--- config.mk ---
export PLATFORM = sky130hd
export DESIGN_NAME = dv_rr_arbiter
export DESIGN_NICKNAME = d
export VERILOG_FILES = /design/src/rtl/dv_arb_pkg.sv /design/src/rtl/dv_pending_flag.sv /design/src/rtl/dv_rr_arbiter.sv
export SDC_FILE = /design/constraint.sdc
export NUM_CORES = 1
export LEC_CHECK = 0
export CORE_ASPECT_RATIO = 0.9
export CORE_MARGIN = 2
export CORE_UTILIZATION = 35
export CTS_CLUSTER_SIZE = 30
export DETAILED_ROUTE_END_ITERATION = 7
export GPL_TIMING_DRIVEN = 0
export SKIP_CTS_REPAIR_TIMING = 1
export SLEW_MARGIN = 20
export SYNTH_ARGS = -nofsm -noshare
export SYNTH_HDL_FRONTEND = slang
export SYNTH_HIERARCHICAL = 1
export SYNTH_SLANG_ARGS = --single-unit
export TNS_END_PERCENT = 5
--- constraint.sdc ---
create_clock -name clk -period 1.8 [get_ports clk]
set_input_delay 0.36 -clock clk [delete_from_list [all_inputs] [get_ports clk]]
set_output_delay 0.36 -clock clk [all_outputs]
set_load 0.05 [all_outputs]
--- src/rtl/dv_arb_pkg.sv ---
// Shared types and defaults for the round-robin arbiter.
// The optional grant timeout is enabled with the DV_ARB_TIMEOUT_EN macro.
package dv_arb_pkg;

    typedef enum logic {
        IDLE  = 1'b0,
        GRANT = 1'b1
    } arb_state_e;

    localparam int NREQ_DEFAULT    = 4;
    localparam int TIMEOUT_DEFAULT = 16;

endpackage : dv_arb_pkg

--- src/rtl/dv_pending_flag.sv ---
// Single pending-request flag: set pulse raises it, clear pulse drops it,
// and clear wins when both arrive together.
module dv_pending_flag (
    input  logic clk,
    input  logic rst_n,
    input  logic set_i,
    input  logic clr_i,
    output logic flag_o
);

    logic flag_q, flag_d;

    always_comb begin
        flag_d = flag_q;
        if (clr_i) begin
            flag_d = 1'b0;
        end else if (set_i) begin
            flag_d = 1'b1;
        end
    end

    always_ff @(posedge clk or negedge rst_n) begin
        if (!rst_n) begin
            flag_q <= 1'b0;
        end else begin
            flag_q <= flag_d;
        end
    end

    assign flag_o = flag_q;

endmodule : dv_pending_flag

--- src/rtl/dv_rr_arbiter.sv ---
// Round-robin arbiter over NREQ pending flags with a registered grant.
// Define DV_ARB_TIMEOUT_EN to add the grant-wait timeout and timeout_err.
module dv_rr_arbiter
    import dv_arb_pkg::*;
#(
    parameter int NREQ    = NREQ_DEFAULT,
    parameter int TIMEOUT = TIMEOUT_DEFAULT
) (
    input  logic                     clk,
    input  logic                     rst_n,
    input  logic [NREQ-1:0]          req_set,
    input  logic [NREQ-1:0]          req_clr,
    input  logic                     out_ready,
    output logic                     out_valid,
    output logic [$clog2(NREQ)-1:0]  grant_id,
    output logic [NREQ-1:0]          grant_oh,
    output logic [NREQ-1:0]          pending
`ifdef DV_ARB_TIMEOUT_EN
    ,
    output logic                     timeout_err
`endif
);

    localparam int IDW = $clog2(NREQ);

    arb_state_e      state_q, state_d;
    logic [IDW-1:0]  gid_q, gid_d;
    logic [IDW-1:0]  rr_q, rr_d;
    logic [NREQ-1:0] goh_q, goh_d;
    logic [NREQ-1:0] pend;
    logic [NREQ-1:0] done_oh;
    logic [NREQ-1:0] clr_eff;
    logic [IDW-1:0]  sel_id;
    logic            sel_found;

`ifdef DV_ARB_TIMEOUT_EN
    localparam int TW = $clog2(TIMEOUT + 1);
    logic [TW-1:0] wait_q, wait_d;
    logic          terr_q, terr_d;
`endif

    function automatic logic [IDW-1:0] next_ptr(input logic [IDW-1:0] id);
        return (id == IDW'(NREQ - 1)) ? '0 : id + 1'b1;
    endfunction

    // A finishing grant clears its flag unless a fresh set re-arms it in the same cycle.
    assign clr_eff = req_clr | (done_oh & ~req_set);

    for (genvar i = 0; i < NREQ; i++) begin : g_flag
        dv_pending_flag u_flag (
            .clk    (clk),
            .rst_n  (rst_n),
            .set_i  (req_set[i]),
            .clr_i  (clr_eff[i]),
            .flag_o (pend[i])
        );
    end

    always_comb begin : search
        int j;
        sel_id    = '0;
        sel_found = 1'b0;
        for (int k = 0; k < NREQ; k++) begin
            j = int'(rr_q) + k;
            if (j >= NREQ) j -= NREQ;
            if (!sel_found && pend[j[IDW-1:0]]) begin
                sel_id    = j[IDW-1:0];
                sel_found = 1'b1;
            end
        end
    end

    always_comb begin
        state_d = state_q;
        gid_d   = gid_q;
        goh_d   = goh_q;
        rr_d    = rr_q;
        done_oh = '0;
`ifdef DV_ARB_TIMEOUT_EN
        wait_d  = wait_q;
        terr_d  = terr_q;
`endif
        case (state_q)
            IDLE: begin
                if (sel_found) begin
                    state_d = GRANT;
                    gid_d   = sel_id;
                    goh_d   = NREQ'(1) << sel_id;
`ifdef DV_ARB_TIMEOUT_EN
                    wait_d  = '0;
`endif
                end
            end
            GRANT: begin
                if (out_ready) begin
                    done_oh = goh_q;
                    rr_d    = next_ptr(gid_q);
                    state_d = IDLE;
                end else if (req_clr[gid_q]) begin
                    // Withdrawn before acceptance: drop the grant, pointer stays put.
                    state_d = IDLE;
`ifdef DV_ARB_TIMEOUT_EN
                end else if (wait_q == TW'(TIMEOUT - 1)) begin
                    done_oh = goh_q;
                    rr_d    = next_ptr(gid_q);
                    state_d = IDLE;
                    terr_d  = 1'b1;
                end else begin
                    wait_d  = wait_q + 1'b1;
`endif
                end
                if (state_d == IDLE) begin
                    gid_d = '0;
                    goh_d = '0;
                end
            end
            default: begin
                state_d = IDLE;
                gid_d   = '0;
                goh_d   = '0;
            end
        endcase
    end

    always_ff @(posedge clk or negedge rst_n) begin
        if (!rst_n) begin
            state_q <= IDLE;
            gid_q   <= '0;
            goh_q   <= '0;
            rr_q    <= '0;
`ifdef DV_ARB_TIMEOUT_EN
            wait_q  <= '0;
            terr_q  <= 1'b0;
`endif
        end else begin
            state_q <= state_d;
            gid_q   <= gid_d;
            goh_q   <= goh_d;
            rr_q    <= rr_d;
`ifdef DV_ARB_TIMEOUT_EN
            wait_q  <= wait_d;
            terr_q  <= terr_d;
`endif
        end
    end

    assign out_valid = (state_q == GRANT);
    assign grant_id  = gid_q;
    assign grant_oh  = goh_q;
    assign pending   = pend;
`ifdef DV_ARB_TIMEOUT_EN
    assign timeout_err = terr_q;
`endif

endmodule : dv_rr_arbiter

==> summary.md, run 1 <==
| Metric | Value |
|---|---|
| Worst-margin pin slew | `0.608 ns` |
| Die ar. | `2320 µm²` |
| Synth Area per Inst | `12.0 µm²` |
| Initial DRC count | `14` |
| Worst path required time | `2.01 ns` |
| CTS Buf Count | `3` |
| Num rows | `15` |
| I/O Buffers | `21` |
| Layout cells sized above 1 | `13.4%` |
| Worst vdd rail ir drop | `0.848 mV` |
| Chip width | `between 50 and 60 µm` |
| Worst Path Arrival | `1.91 ns` |
| Clock sink count | `13` |
| Final setup vio count | `0` |
| Synthesized area | `683 µm²` |
| GRT Total Usage | `15.6%` |
| CP Capture Type | `flop` |
| I/O pin cnt | `22` |
| Placed instance area | `926 µm²` |
| Period utilization | `94.3%` |
| Synth warn | `6` |
| Area of the multi-input gates | `about 340 µm²` |
| RSZ-0062 raised after global routing | `false` |
| DP Wirelength | `roughly 1200 µm` |
| Initial Utilization | `36.4%` |
| DRC errors left | `0` |
| GRT overflow | `0` |
| Power Density | `1500 nW/µm²` |
| Type of the worst setup path | `input pin to flop` |
| WL/cell | `~15 µm` |
| Syn Nets | `69` |
| Via/cell ratio | `roughly 5.6` |
| Outcome | `completed` |
| Netlist cell types | `28` |
| Synth Instances | `57` |
| N_diodes | `0` |
| Vias | `between 500 and 600` |
| Final hold viol count | `0` |
| Worst skew pair latency | `0.27 ns` |
| Post-route ant nets | `0` |
| Largest net degree at the start of global routing | `14` |
| Reg-to-reg critical path startpoint | `grant_id[0]` |
| Max Slew Vio Count | `0` |
| Max-cap violations | `0` |
| Final Critical Period | `1.70 ns` |
| Reg area | `327 µm²` |
| Worst Hold Class | `input pin to async pin` |
| Chip height | `45.9 µm` |
| Global-route wire length before repair | `2580 µm` |
| Routed WL | `1590 µm` |
| 1st-pass router iterations | `4` |
| TritonCTS clock tree | `yes` |
| Initial antenna violation count | `0` |
| Number of global-route vias before repair | `599` |
| Reg-to-reg slack, setup | `0.17 ns` |
| Fill count | `164` |
| Seq cells post-synth | `13` |
| Worst Setup SP | `req_clr[2]` |
| Worst Path Max Fanout | `6` |
| Startpoint Class | `input pin` |
| CTS root buf | `clkbuf_4` |
| Htree depth | `1` |
| Fmax | `between 500 and 600 MHz` |
| Slew headroom | `59.4%` |
| Design Area, Final | `around 980 µm²` |
| Area growth from synthesis to final layout | `43.4%` |
| Final hold slack | `~0.46 ns` |
| Nets@finish | `95` |
| Sequential share of the synthesized area | `between 40% and 50%` |
| Final RePlAce weighted congestion | `0.738` |
| Leak | `0.606 nW` |
| Clock Pin Slew Worst Setup and Hold Paths | `0.08 ns` |
| Core ar. | `1880 µm²` |
| CTS max path bufs | `2` |
| Clk_skew | `around 0.0019 ns` |
## critical path, stage by stage
cell,delay [ns]
clkdlybuf4s50_1,0.43
mux4_2,0.47
or3b_4,0.42
nand2_4,0.10
a32o_1,0.13
## final timing paths
path / cells past startpoint / end
max in group asynchronous: 1 / grant_id[0]
min: 1 / grant_oh[3]
max reg2reg: 4 / grant_oh[1]
min in group clk: 1 / rr_q[0]
max: 5 / grant_oh[1]
min reg2reg: 1 / rr_q[0]
## layout make-up
| type | instances | area share (%) |
|---|---|---|
| repair buffers | 21 | 24.3 |
| well taps | 25 | 3.19 |
| multi-input cells | 38 | 34.2 |
| plain buffers | 1 | 0.383 |
| clock buffers | 4 | 2.68 |
| inverters | 5 | 1.92 |
| flip-flops and latches | 13 | 33.3 |
## cells by family (layout without fill, tap and decap cells)
group           after synthesis  count (layout)  synth area share (%)
compound gates               24              24                  31.3
flops                        13              13                  47.6
simple gates                 10              10                  9.52
buf+inv                       6              31                  3.30
mux                           3               3                  6.41
fa+ha+maj                     1               1                  1.83
## layer usage
metal  vias to the layer above  GRT usage (%)  wire [µm]
li1                        278              -          -
met1                       296           20.5        736
met2                        22           22.4        740
met3                         2           4.28        104
met5                         -              0          0
met4                         0           10.8          6
## where the power goes
part / internal, mW / switching, mW
registers: 0.390 / 0.115
logic: 0.313 / 0.474
clock network: 0.0858 / 0.0952
total: 0.789 / 0.684
## stage by stage
| stage | power (mW) | worst slack (ns) | utilization, % | instances | setup TNS (ns) |
|---|---|---|---|---|---|
| 6_report | 1.47 | 0.102 | 52.2 | 107 | 0 |
| 4_1_cts | 1.49 | -0.168 | 50.7 | 107 | -0.987 |
| 2_1_floorplan | 1.04 | 0.0407 | - | 57 | 0 |
| 3_3_place_gp | 1.31 | -0.192 | 49.3 | 103 | -1.14 |
| 3_5_place_dp | 1.31 | -0.179 | 49.3 | 103 | -1.07 |
| 5_1_grt | 1.57 | 0.0745 | 52.2 | 107 | 0 |
## registers in the layout (all words and copies together) (netlist names)
register and cells:
g_flag.u_flag/flag_o 4, grant_id 2, grant_oh 4, out_valid 1, rr_q 2
## cells in the final DEF (no fill, tap or decap), types with 2 or more instances in the layout
master	Yosys	layout
a21oi_1	2	2
a22o_1	2	2
a32o_2	3	3
a41o_1	4	4
clkbuf_1	1	2
clkbuf_4	0	3
clkdlybuf4s50_1	0	10
dfrtp_1	13	12
dlymetal6s2s_1	0	11
inv_1	5	5
nand2_1	3	3
nand2b_1	2	2
o21ba_1	4	4
## Yosys cell counts (all sizes together)
cell type | instances | area share (%)
mux2i | 1 | 1.5
nand2b | 2 | 1.8
o22a | 1 | 1.3
o31ai | 1 | 1.1
mux4 | 1 | 3.3
o21ba | 4 | 5.9
a41o | 4 | 5.9
o221ai | 1 | 1.3
nand2 | 4 | 3.3
dfrtp | 13 | 48
or2b | 1 | 1.3
o21ai | 1 | 0.73
nor4 | 1 | 0.92
or3b | 1 | 1.6
a22o | 2 | 2.6
o21a | 1 | 1.1
clkbuf | 1 | 0.55
a32o | 4 | 6.4
a21o | 1 | 1.1
a21oi | 2 | 1.5
ha | 1 | 1.8
o22ai | 1 | 0.92
mux2 | 1 | 1.6
o221a | 1 | 1.6
nor2 | 1 | 0.55
inv | 5 | 2.7
Power figures use the tool's default switching activity.
==> run 2, diff against run 1 <==
Settings changed: ABC_CLOCK_PERIOD_IN_PS from default to 1800, CAP_MARGIN from default to 40, CELL_PAD_IN_SITES_DETAIL_PLACEMENT from default to 0, CELL_PAD_IN_SITES_GLOBAL_PLACEMENT from default to 1, CORE_UTILIZATION 35 to 34, PLACE_DENSITY_LB_ADDON from default to 0.1.
==> run 2 against run 1 <==
Effect of this change:
- first-iteration DRC count down 43%
- clock skew up 0.0081 ns
- non-clock buffer count unchanged
- final cell count unchanged
- die area up 2.7%
- cell area unchanged
- count of clock-buffer cells in the layout unchanged
- maximum frequency down 1.1%
- sequential power about the same
- worst hold slack worse by 0.0062 ns
==> summary.md, run 2 (synthesis gave the netlist of run 1 again) <==
| Metric | Value |
|---|---|
| Post-route ant nets | `0` |
| Setup TNS | `0 ns` |
| Initial antenna violation count | `0` |
| CTS max path bufs | `2` |
| GRT overflow | `0` |
| Final Critical Period | `around 1.7 ns` |
| Worst Path Arrival | `just under 2 ns` |
| Leak | `around 0.61 nW` |
| Die ar. | `2380 µm²` |
| Commonest non-fill, non-tap cells in the layout | `dfrtp_1, dlymetal6s2s_1, clkdlybuf4s50_1` |
| Worst skew pair latency | `0.28 ns` |
| Worst path required time | `between 2 and 2.5 ns` |
| Reg power frac | `around a third` |
| Clock sink count | `13` |
| Initial Utilization | `35.7%` |
| Net Sw Power | `0.688 mW` |
| Slew headroom | `58.9%` |
| Routed WL | `1700 µm` |
| CP max stage cell | `mux4_2` |
| Final setup vio count | `0` |
| N_diodes | `0` |
| Area growth from synthesis to final layout | `43.4%` |
| Clk_skew | `0.0100 ns` |
| 1st-pass router iterations | `4` |
| Layout cells sized above 1 | `a little over an eighth` |
| Fmax | `between 500 and 600 MHz` |
| Pre-CTS setup slack | `-0.199 ns` |
| Max Slew Vio Count | `0` |
| Worst Setup SP | `req_clr[0]` |
| Chip height | `roughly 47 µm` |
| DRC errors left | `0` |
| Largest net degree at the start of global routing | `14` |
| Internal power | `0.789 mW` |
| Htree depth | `1` |
| Type of the worst setup path | `input pin to flop` |
| R2R Path End | `grant_id[1]` |
| Levels on crit path | `5` |
| Clock Pin Slew Worst Setup and Hold Paths | `0.09 ns` |
| Clock power share | `12.4%` |
| Sw frac | `46.6%` |
| WP buf/inv | `1` |
| I/O pin cnt | `22` |
| Core ar. | `1910 µm²` |
| Nets@finish | `95` |
| Max-cap violations | `0` |
| Initial DRC count | `8` |
| WL/cell | `15.9 µm` |
| Power Density | `roughly 1500 nW/µm²` |
| Crit-path leading delay family | `simple AND/OR/NAND/NOR gates` |
| CTS Buf Count | `3` |
| Via/cell ratio | `5.47` |
| Num rows | `15` |
| Worst Path Max Fanout | `6` |
| TritonCTS clock tree | `yes` |
| Final RePlAce weighted congestion | `0.701` |
| Chip width | `51.3 µm` |
| DP Wirelength | `1250 µm` |
| Worst setup margin | `0.0839 ns` |
| Critical path, cell by cell | `clkdlybuf4s50_1, mux4_2, or3b_4, nand2_4, a22o_1` |
| CTS root buf | `clkbuf_4` |
| Worst vdd rail ir drop | `0.768 mV` |
| I/O Buffers | `21` |
| Startpoint Class | `input pin` |
| Worst-case reg-to-reg path depth | `4` |
| Reg-to-reg slack, setup | `0.17 ns` |
| RSZ-0062 raised after global routing | `false` |
| Outcome | `completed` |
| Period utilization | `95.3%` |
| Combinational power share | `53.4%` |
| Worst Hold Class | `input pin to async pin` |
| Max incr delay on CP | `roughly 0.46 ns` |
| Commonest non-fill, non-tap cell in the layout | `dfrtp_1` |
| Worst-margin pin slew | `a little over 0.6 ns` |
| Final hold viol count | `0` |
| GRT Total Usage | `between 10% and 20%` |
| Vias | `between 500 and 600` |
| Reg-to-reg critical path startpoint | `grant_id[0]` |
| Number of global-route vias before repair | `between 500 and 600` |
| CP Capture Type | `flop` |
| Critical Path Sink | `grant_id[1]` |
| Global-route wire length before repair | `2700 µm` |
run 2: cell counts in the layout (fill, tap and decap cells not counted):
Identical to the previous run, type by type.
run 2: power by group through the flow:
stage,Combinational (mW),Sequential [mW],Clock [mW]
floorplan,0.295,0.747,0
global placement,0.792,0.509,0
detailed placement,0.798,0.515,0
CTS,0.801,0.509,0.189
global route,0.846,0.521,0.205
finish,0.789,0.504,0.184
run 2: worst min path at each step:
| stage | endpoint | slack, ns | cells after the start |
|---|---|---|---|
| finish | g_flag[0].u_flag/flag_o | 0.46 | 1 |
| global route | g_flag[0].u_flag/flag_o | 0.52 | 1 |
| CTS | g_flag[0].u_flag/flag_o | 0.49 | 1 |
| detailed placement | grant_oh[2] | 0.52 | 1 |
| global placement | grant_oh[2] | 0.52 | 1 |
| floorplan | g_flag[0].u_flag/flag_o | 0.06 | 0 |
run 2: routing by layer:
| metal | share of wire, % | track usage [%] | vias up |
|---|---|---|---|
| li1 | - | - | 282 |
| met1 | 47 | 22.9 | 278 |
| met2 | 45 | 22.6 | 21 |
| met3 | 5.7 | 3.90 | 4 |
| met4 | 1.7 | 7.89 | 0 |
| met5 | 0 | 0 | - |
run 2: layout make-up:
cell class	count	area [µm²]
inverter	5	18.8
multi-input combinational	38	335
sequential	13	327
buffer	1	3.75
tap	25	31.3
clock buffer	4	26.3
fill	177	935
timing repair buffer	21	238
run 2: stage by stage:
step           instance area, µm²  hold slack [ns]  power [mW]  util, %  std cells
3_5_place_dp                  926            0.520        1.31     48.4        103
5_1_grt                       980            0.518        1.57     51.2        107
3_3_place_gp                  926            0.520        1.30     48.4        103
2_1_floorplan                 684           0.0644        1.04        -         57
4_1_cts                       952            0.486        1.50     49.7        107
6_report                      980            0.458        1.48     51.2        107
==> run 3, diff against run 2 <==
Settings changed: SLEW_MARGIN 20 to default.
==> results of run 3 <==
Final layout, timing and power as in run 2 (identical DEF).
